File: src/rtl/proc_param_if.sv
// Bus between proc_param and its memory/controller: start request, memory
// handshake, and the per-instruction Done pulse.
interface proc_param_if #(
    parameter int DATA_W = 16,
    parameter int ADDR_W = 16
);
    logic              Run;
    logic [DATA_W-1:0] DIN;
    logic              Ack;
    logic              Req;
    logic              W;
    logic [ADDR_W-1:0] ADDR;
    logic [DATA_W-1:0] DOUT;
    logic              Done;

    modport slave (
        input  Run, DIN, Ack,
        output Req, W, ADDR, DOUT, Done
    );

    modport master (
        output Run, DIN, Ack,
        input  Req, W, ADDR, DOUT, Done
    );
endinterface

File: src/rtl/proc_param.sv
// Multi-cycle 8-register processor with a Req/Ack memory port.
// Optional feature: define PROC_BL_EN to turn branch cond 111 into bl (R6 <= PC).
module proc_param #(
    parameter int DATA_W = 16,
    parameter int ADDR_W = 16
) (
    input  logic        Clock,
    input  logic        Reset,
    proc_param_if.slave bus
);

    typedef enum logic [2:0] {
        S_IDLE  = 3'd0,
        S_FETCH = 3'd1,
        S_EX1   = 3'd2,
        S_EX2   = 3'd3,
        S_EX3   = 3'd4,
        S_MEM   = 3'd5
    } state_t;

    localparam logic [2:0] OP_MV  = 3'b000;
    localparam logic [2:0] OP_MVT = 3'b001;
    localparam logic [2:0] OP_ADD = 3'b010;
    localparam logic [2:0] OP_SUB = 3'b011;
    localparam logic [2:0] OP_LD  = 3'b100;
    localparam logic [2:0] OP_ST  = 3'b101;
    localparam logic [2:0] OP_AND = 3'b110;
    localparam logic [2:0] OP_B   = 3'b111;

    localparam logic [DATA_W-1:0] ZERO = {DATA_W{1'b0}};
    localparam logic [DATA_W-1:0] ONE  = {{(DATA_W-1){1'b0}}, 1'b1};

    state_t            r_state;
    logic [DATA_W-1:0] r_reg [8];
    logic [15:0]       r_ir;
    logic [DATA_W-1:0] r_a;
    logic [DATA_W-1:0] r_g;
    logic              r_z;
    logic              r_n;
    logic              r_c;
    logic              r_req;
    logic              r_w;
    logic [ADDR_W-1:0] r_addr;
    logic [DATA_W-1:0] r_dout;
    logic              r_done;

    logic [2:0]        w_op;
    logic              w_m;
    logic [2:0]        w_rx;
    logic [2:0]        w_ry;
    logic [8:0]        w_d;
    logic              w_ack;
    logic [DATA_W-1:0] w_operand;
    logic [DATA_W-1:0] w_pc_br;
    logic [DATA_W:0]   w_sum;
    logic [DATA_W-1:0] w_res;
    logic              w_cout;

    function automatic logic [DATA_W-1:0] sext9(input logic [8:0] d);
        return {{(DATA_W-9){d[8]}}, d};
    endfunction

    // Cond 111 is not a condition; bl handling (when built in) is separate.
    function automatic logic cond_met(input logic [2:0] cond, input logic z,
                                      input logic n, input logic c);
        logic met;
        case (cond)
            3'b000:  met = 1'b1;
            3'b001:  met = z;
            3'b010:  met = ~z;
            3'b011:  met = ~c;
            3'b100:  met = c;
            3'b101:  met = ~n;
            3'b110:  met = n;
            default: met = 1'b0;
        endcase
        return met;
    endfunction

    assign w_op      = r_ir[15:13];
    assign w_m       = r_ir[12];
    assign w_rx      = r_ir[11:9];
    assign w_d       = r_ir[8:0];
    assign w_ry      = r_ir[2:0];
    assign w_ack     = bus.Ack & r_req;
    assign w_operand = w_m ? {{(DATA_W-9){1'b0}}, w_d} : r_reg[w_ry];
    assign w_pc_br   = r_reg[7] + sext9(w_d);

    // ALU result and carry/borrow for the EX2 step
    always_comb begin
        w_sum  = {1'b0, r_a} + {1'b0, w_operand};
        w_res  = ZERO;
        w_cout = 1'b0;
        case (w_op)
            OP_ADD: begin
                w_res  = w_sum[DATA_W-1:0];
                w_cout = w_sum[DATA_W];
            end
            OP_SUB: begin
                w_res  = r_a - w_operand;
                w_cout = (r_a < w_operand);
            end
            OP_AND: begin
                w_res  = r_a & w_operand;
                w_cout = 1'b0;
            end
            default: begin
                w_res  = ZERO;
                w_cout = 1'b0;
            end
        endcase
    end

    // Control FSM, register file, flags and registered bus outputs
    always_ff @(posedge Clock) begin
        if (Reset) begin
            r_state <= S_IDLE;
            for (int i = 0; i < 8; i++) begin
                r_reg[i] <= ZERO;
            end
            r_ir   <= 16'h0000;
            r_a    <= ZERO;
            r_g    <= ZERO;
            r_z    <= 1'b0;
            r_n    <= 1'b0;
            r_c    <= 1'b0;
            r_req  <= 1'b0;
            r_w    <= 1'b0;
            r_addr <= {ADDR_W{1'b0}};
            r_dout <= ZERO;
            r_done <= 1'b0;
        end else begin
            r_done <= 1'b0;
            case (r_state)
                S_IDLE: begin
                    if (bus.Run) begin
                        r_addr   <= r_reg[7][ADDR_W-1:0];
                        r_req    <= 1'b1;
                        r_w      <= 1'b0;
                        r_reg[7] <= r_reg[7] + ONE;
                        r_state  <= S_FETCH;
                    end
                end
                S_FETCH: begin
                    if (w_ack) begin
                        r_ir    <= bus.DIN[15:0];
                        r_req   <= 1'b0;
                        r_state <= S_EX1;
                    end
                end
                S_EX1: begin
                    case (w_op)
                        OP_MV: begin
                            r_reg[w_rx] <= w_operand;
                            r_done      <= 1'b1;
                            r_state     <= S_IDLE;
                        end
                        OP_MVT: begin
                            r_reg[w_rx] <= {w_d[7:0], {(DATA_W-8){1'b0}}};
                            r_done      <= 1'b1;
                            r_state     <= S_IDLE;
                        end
                        OP_ADD, OP_SUB, OP_AND: begin
                            r_a     <= r_reg[w_rx];
                            r_state <= S_EX2;
                        end
                        OP_LD, OP_ST: begin
                            r_addr  <= r_reg[w_ry][ADDR_W-1:0];
                            r_req   <= 1'b1;
                            r_w     <= (w_op == OP_ST);
                            r_dout  <= r_reg[w_rx];
                            r_state <= S_MEM;
                        end
                        OP_B: begin
`ifdef PROC_BL_EN
                            if (w_rx == 3'b111) begin
                                r_reg[6] <= r_reg[7];
                                r_reg[7] <= w_pc_br;
                            end else if (cond_met(w_rx, r_z, r_n, r_c)) begin
                                r_reg[7] <= w_pc_br;
                            end
`else
                            if (cond_met(w_rx, r_z, r_n, r_c)) begin
                                r_reg[7] <= w_pc_br;
                            end
`endif
                            r_done  <= 1'b1;
                            r_state <= S_IDLE;
                        end
                        default: r_state <= S_IDLE;
                    endcase
                end
                S_EX2: begin
                    r_g     <= w_res;
                    r_z     <= (w_res == ZERO);
                    r_n     <= w_res[DATA_W-1];
                    r_c     <= w_cout;
                    r_state <= S_EX3;
                end
                S_EX3: begin
                    r_reg[w_rx] <= r_g;
                    r_done      <= 1'b1;
                    r_state     <= S_IDLE;
                end
                S_MEM: begin
                    if (w_ack) begin
                        if (w_op == OP_LD) begin
                            r_reg[w_rx] <= bus.DIN;
                        end
                        r_req   <= 1'b0;
                        r_w     <= 1'b0;
                        r_done  <= 1'b1;
                        r_state <= S_IDLE;
                    end
                end
                default: r_state <= S_IDLE;
            endcase
        end
    end

    assign bus.Req  = r_req;
    assign bus.W    = r_w;
    assign bus.ADDR = r_addr;
    assign bus.DOUT = r_dout;
    assign bus.Done = r_done;

endmodule

File: src/flat_wrapper.sv
// flat-port wrapper written by rule: the top's interface ports become plain ports
module proc_param_flat 
#(
    parameter int DATA_W = 16,
    parameter int ADDR_W = 16
)
  (Clock, Reset, bus_Run, bus_DIN, bus_Ack, bus_Req, bus_W, bus_ADDR, bus_DOUT, bus_Done);
  proc_param_if #(.DATA_W(DATA_W), .ADDR_W(ADDR_W)) bus_i ();
  input  logic Clock;
  input  logic Reset;
  input wire logic [$bits(bus_i.Run)-1:0] bus_Run;
  input wire logic [$bits(bus_i.DIN)-1:0] bus_DIN;
  input wire logic [$bits(bus_i.Ack)-1:0] bus_Ack;
  output wire logic [$bits(bus_i.Req)-1:0] bus_Req;
  output wire logic [$bits(bus_i.W)-1:0] bus_W;
  output wire logic [$bits(bus_i.ADDR)-1:0] bus_ADDR;
  output wire logic [$bits(bus_i.DOUT)-1:0] bus_DOUT;
  output wire logic [$bits(bus_i.Done)-1:0] bus_Done;
  assign bus_i.Run = bus_Run;
  assign bus_i.DIN = bus_DIN;
  assign bus_i.Ack = bus_Ack;
  assign bus_Req = bus_i.Req;
  assign bus_W = bus_i.W;
  assign bus_ADDR = bus_i.ADDR;
  assign bus_DOUT = bus_i.DOUT;
  assign bus_Done = bus_i.Done;
  proc_param #(.DATA_W(DATA_W), .ADDR_W(ADDR_W)) u_core (.Clock(Clock), .Reset(Reset), .bus(bus_i));
endmodule
File: config.mk
export PLATFORM = sky130hd
export DESIGN_NAME = proc_param_flat
export DESIGN_NICKNAME = d
export VERILOG_FILES = /design/src/rtl/proc_param_if.sv /design/src/rtl/proc_param.sv /design/src/flat_wrapper.sv
export SDC_FILE = /design/constraint.sdc
export NUM_CORES = 1
export LEC_CHECK = 0
export BUFFER_PORTS_ARGS = -buffer_cell sky130_fd_sc_hd__buf_2
export CAP_MARGIN = 20
export CELL_PAD_IN_SITES_DETAIL_PLACEMENT = 0
export CELL_PAD_IN_SITES_GLOBAL_PLACEMENT = 1
export CORE_UTILIZATION = 54
export CTS_CLUSTER_SIZE = 28
export DETAILED_ROUTE_END_ITERATION = 10
export PLACE_DENSITY = 0.83
export SLEW_MARGIN = 20
export SYNTH_ARGS = -nofsm -noshare
export SYNTH_HDL_FRONTEND = slang
export SYNTH_SLANG_ARGS = --single-unit
File: constraint.sdc
create_clock -name Clock -period 6.8 [get_ports Clock]
set_clock_uncertainty 0.1 [all_clocks]
set_input_delay 1.7 -clock Clock [delete_from_list [all_inputs] [get_ports Clock]]
set_output_delay 1.7 -clock Clock [all_outputs]
set_load 0.02 [all_outputs]
==> out/results.tsv, run 1 <==
metric	value	unit
WL final	41950	microns
GR peak layer	met2	
largest net degree at the start of global routing	57	
leakage	0.005359	uW
router iterations before antenna repair	6	
# DRC	0	
number of I/O pins	55	
die area	0.02524	sq mm
# rows	57	
relative slew slack	0.2530	
initial antenna violation count	0	
critical path data required time	7130	ps
Avg Inst Size Synth	9.997	sq um
PwrDens	212.8	mW/mm^2
clk_lat worst skew	550	ps
most common cell after layout, fill and taps aside	nor2_1	
Initial DRC Count	1378	
final hold slack	376.6	ps
H-Tree Depth	1	
worst hold path type	reg2reg	
Post-synth EDFFs	128	
Final Hold Fails	0	
FMAX	197.1	MHz
Worst-Margin Slew	1105	ps
sequential share of the synthesized area	0.4309	
fin. max-slew vios	0	
Worst setup SP type	flip-flop	
Placer Congestion	0.9281	
CTS tree	done	
synthesized area	0.01329	sq mm
Main synth FF type	edfxtp_1	
Final Cycle Share	0.7461	
CTS max path bufs	3	
global-route met3 utilization	0.05773	
post-CTS sizing	0	
setup ws final	1726	ps
GRT overflow	0	
Synth-to-Final Area Change	9.502	%
routed vias	10900	
initial core utilization	0.5479	
share of cells above drive strength 1	0.1582	
first-pass GRT wire length	62380	microns
Post CTS Setup Buffer Count	0	
max reg flops	128	
vias in the first global route	10140	
RSZ-0062 raised after global routing	no	
Peak supply drop	0.0001690	V
Worst setup EP type	flip-flop	
met2 usage	0.5120	
ant diodes	0	
syn_nets	1404	
Total GRT Usage	0.3297	
most frequent cells in the layout	nor2_1 (262), edfxtp_1 (128), nand2_1 (98)	
max-cap viol count	0	
Fin Setup TNS	0	ps
status	completed	
number of port buffers	54	
DP Worst Slack	1479	ps
hold buffers post-CTS	0	
chip width	158.9	microns
final setup fails	0	
CTS buffer count	24	
Core Footprint	0.02425	sq mm
post-route ant nets	0	
Clock Pin Slew Worst Setup and Hold Paths	60	ps
Filler cells	2142	
Async SR Flop Fraction	0	
CP Class	reg2reg	
Seq cells post-synth	222	
DR vias/cell	6.477	
Yosys Warn Count	0	
Critical Path AT	5410	ps
hpwl dp	30540	microns
Routed wire per std cell	24.92	microns
clk root buf	clkbuf_16	
Synth cell types	73	
die height	158.9	microns
Worst Path Max Fanout	21	
Cells after Synth	1329	
crit path time final	5074	ps
GR met1 Demand/Resource	0.4476	
Sink Count	222	
nets	1416	
==> layer usage <==
metal,wire [microns],share of wire
met5,0,0
met2,18730,0.45
met4,2201,0.052
met1,16530,0.39
met3,4482,0.11
==> cell type report <==
cell class                      count  area, sq um  area share
Multi-Input combinational cell    974         7062      0.4854
Sequential cell                   222         5731      0.3939
Clock buffer                       29        639.4     0.04395
Timing Repair Buffer               75        430.4     0.02958
Tap cell                          324        405.4     0.02786
Inverter                           44        165.2     0.01135
Clock inverter                     15        116.4    0.007998
==> power by group <==
group | leakage, uW | internal [uW] | total, uW | switching [uW]
logic | 0.00290 | 111 | 314 | 203
registers | 0.00209 | 1460 | 1520 | 56.3
clock network | 0.000371 | 710 | 1260 | 554
total | 0.00536 | 2280 | 3100 | 813
==> worst max-delay path, stage by stage, from the launching register on <==
cell	delay, ps
dfxtp_2	810
buf_4	380
mux4_2	520
mux2_2	320
mux2i_1	410
ha_1	310
inv_2	90
a21oi_2	150
or4b_1	480
and2_1	230
a211o_1	330
a41oi_2	200
a21boi_2	190
and4b_1	210
a41o_1	230
==> worst paths after layout <==
| kind | depth (start not counted) | slack [ps] | start | end |
|---|---|---|---|---|
| worst max-delay path | 14 | 1730 | flip-flop | u_core.r_z |
| worst min-delay path | 2 | 380 | u_core.bus.ADDR[8] | u_core.bus.ADDR[8] |
| worst max register to register | 14 | 1730 | flip-flop | u_core.r_z |
| worst min register to register | 2 | 380 | u_core.bus.ADDR[8] | u_core.bus.ADDR[8] |
==> through the flow <==
step | utilization | area (sq um) | cells | power, uW
6_report | 0.6000 | 14550 | 1683 | 3096
3_5_place_dp | 0.5687 | 13790 | 1639 | 1846
2_1_floorplan | - | 13290 | 1329 | 1719
3_3_place_gp | 0.5678 | 13770 | 1638 | 1840
5_1_grt | 0.6000 | 14550 | 1683 | 3168
4_1_cts | 0.5999 | 14550 | 1683 | 3087
==> kinds of logic (layout without fill, tap and decap cells) <==
logic type                 count (synthesis)  count (layout)  synth area share
DFF                                      222             222            0.4309
and+or+nand+nor                          477             477            0.1570
buffers and inverters                    133             163           0.03983
xor gates and xnor gates                  37              37           0.02439
adders and majority gates                 55              55           0.05349
AOI/OAI and AO/OA                        290             290            0.1464
muxes                                    115             115            0.1479
==> synth_stat cells, types with 15 or more instances <==
cell      number  area, sq um
a211oi_1      61        457.9
a21oi_1       83        415.4
clkbuf_1      68        255.2
dfxtp_1       94         1882
edfxtp_1     128         3844
ha_1          52        650.6
inv_1         41        153.9
mux2i_1       40        400.4
mux4_2        64         1441
nand2_1       98        367.9
nand2b_1      19        118.9
nand3_1       16        80.08
nor2_1       264        991.0
nor3_1        24        120.1
o21ai_0       29        145.1
o221ai_1      15        131.4
xnor2_1       24        210.2
Note: power is estimated with default switching activity, not from simulation.
==> run 2: changes to the inputs <==
--- a/config.mk
+++ b/config.mk
@@ -9,10 +9,10 @@
 export CAP_MARGIN = 20
 export CELL_PAD_IN_SITES_DETAIL_PLACEMENT = 0
 export CELL_PAD_IN_SITES_GLOBAL_PLACEMENT = 1
-export CORE_UTILIZATION = 54
+export CORE_UTILIZATION = 50
 export CTS_CLUSTER_SIZE = 28
 export DETAILED_ROUTE_END_ITERATION = 10
-export PLACE_DENSITY = 0.83
+export PLACE_DENSITY = 0.77
 export SLEW_MARGIN = 20
 export SYNTH_ARGS = -nofsm -noshare
 export SYNTH_HDL_FRONTEND = slang
==> constraint.sdc (replaced) <==
create_clock -name Clock -period 4.75 [get_ports Clock]
set_clock_uncertainty 0.1 [all_clocks]
set_input_delay 1.1875 -clock Clock [delete_from_list [all_inputs] [get_ports Clock]]
set_output_delay 1.1875 -clock Clock [all_outputs]
set_load 0.02 [all_outputs]
==> out/results.tsv, run 2 (same netlist as run 1, synthesis figures left out) <==
metric	value	unit	change
DR vias/cell	6.195		was 6.477
final setup fails	0		unchanged
chip width	165.0	microns	was 158.9 microns
share of cells above drive strength 1	0.1951		was 0.1582
max-cap viol count	0		unchanged
largest net degree at the start of global routing	57		unchanged
crit path time final	4501	ps	was 5074 ps
Sink Count	222		unchanged
Peak supply drop	0.0003554	V	was 0.0001690 V
FMAX	222.2	MHz	was 197.1 MHz
first-pass GRT wire length	62460	microns	was 62380 microns
Worst setup SP type	flip-flop		unchanged
hpwl dp	31870	microns	was 30540 microns
Worst Reg-to-Reg Cells	14		unchanged
nets	1475		was 1416
# DRC	0		unchanged
worst hold path type	reg2reg		unchanged
routed vias	10870		was 10900
die height	165.0	microns	was 158.9 microns
number of port buffers	54		unchanged
die area	0.02723	sq mm	was 0.02524 sq mm
most common cell after layout, fill and taps aside	nor2_1		unchanged
fin. max-slew vios	0		unchanged
critical path data required time	5090	ps	was 7130 ps
router iterations before antenna repair	6		unchanged
H-Tree Depth	1		unchanged
vias in the first global route	10230		was 10140
status	completed		unchanged
CP Class	reg2reg		unchanged
Final Hold Fails	0		unchanged
Routed wire per std cell	24.07	microns	was 24.92 microns
final hold slack	379.5	ps	was 376.6 ps
Final Cycle Share	0.9476		was 0.7461
relative slew slack	0.2992		was 0.2530
CTS max path bufs	3		unchanged
leakage	0.005712	uW	was 0.005359 uW
max reg flops	128		unchanged
clk_lat worst skew	560	ps	was 550 ps
Core Footprint	0.02606	sq mm	was 0.02425 sq mm
GRT overflow	0		unchanged
ant diodes	0		unchanged
WL final	42240	microns	was 41950 microns
hold depth	2		unchanged
CTS buffer count	26		was 24
CTS tree	done		unchanged
Placer Congestion	0.9620		was 0.9281
Total GRT Usage	0.3152		was 0.3297
initial antenna violation count	1		was 0
Fin Setup TNS	0	ps	unchanged
Initial DRC Count	1044		was 1378
# rows	59		was 57
Synth-to-Final Area Change	14.18	%	was 9.502%
Clock Pin Slew Worst Setup and Hold Paths	60	ps	about the same
Worst-Margin Slew	1050	ps	was 1105 ps
post-route ant nets	0		unchanged
number of I/O pins	55		unchanged
most frequent cells in the layout	nor2_1 (262), edfxtp_1 (128), nand2_1 (98)		unchanged
Critical Path AT	4840	ps	was 5410 ps
initial core utilization	0.5099		was 0.5479
PwrDens	315.1	mW/mm^2	was 212.8 mW/mm^2
clk root buf	clkbuf_16		unchanged
Worst Path Max Fanout	14		was 21
hold buffers post-CTS	0		unchanged
RSZ-0062 raised after global routing	no		unchanged
Worst setup EP type	flip-flop		unchanged
[run 2: cell types whose count changed in the layout (fill, tap and decap cells not counted), moves of 3 or more]
cell / delta
buf_4: +56
clkbuf_8: +3
clkinvlp_4: +3
bufinv_16: +3
[run 2: timing repair]
action | CTS | global route
endpoints found under the setup margin | 0 | 4
gates resized for setup | 0 | 2
setup buffers | 0 | 0
[run 2: metrics by stage]
stage / area, sq um / utilization / setup slack (ps) / instances / total power (uW)
6_report: 15170 / 0.5822 / 248.8 / 1755 / 4781
5_1_grt: 15170 / 0.5822 / 17.98 / 1755 / 4911
4_1_cts: 15170 / 0.5820 / 152.5 / 1755 / 4791
3_5_place_dp: 14230 / 0.5460 / 207.9 / 1707 / 2666
3_3_place_gp: 14230 / 0.5460 / 312.8 / 1707 / 2661
2_1_floorplan: 13290 / - / 351.3 / 1329 / 2460
[run 2: final timing paths]
check / to / slack [ps] / start
worst max-delay path: u_core.r_z / 250 / flip-flop
worst min-delay path: u_core.bus.ADDR[1] / 380 / u_core.bus.ADDR[1]
worst max register to register: u_core.r_z / 250 / flip-flop
worst min register to register: u_core.bus.ADDR[1] / 380 / u_core.bus.ADDR[1]
[run 2: power by group]
group	leakage (uW)	switching (uW)	internal (uW)	total [uW]
registers	0.00209	50.2	2090	2140
clock network	0.000447	843	1300	2150
logic	0.00317	309	187	495
[run 2: metal layers]
layer	up-vias	routed length (microns)	track usage
met4	2	1969	0.1314
met1	5291	16650	0.4007
li1	5033	-	-
met3	117	3270	0.06002
met2	430	20340	0.5249
met5	-	12	0
[run 2: critical path, cell delays in order (launching register included)]
cell and delay, ps:
dfxtp_2 520, buf_4 320, mux4_2 320, mux2_2 290, mux2i_1 370, ha_1 280, inv_2 90, a21oi_2 140
or4b_1 500, and2_1 230, a211o_1 330, a41oi_2 210, a21boi_2 230, and4b_1 220, a41o_1 230
[run 2: cell type report]
cell class	instances	area [sq um]
Clock buffer	32	723.2
Fill cell	2273	10890
Tap cell	335	419.2
Timing Repair Buffer	132	870.8
Inverter	44	165.2
Sequential cell	222	5732
Clock inverter	16	215.2
Multi-Input combinational cell	974	7046
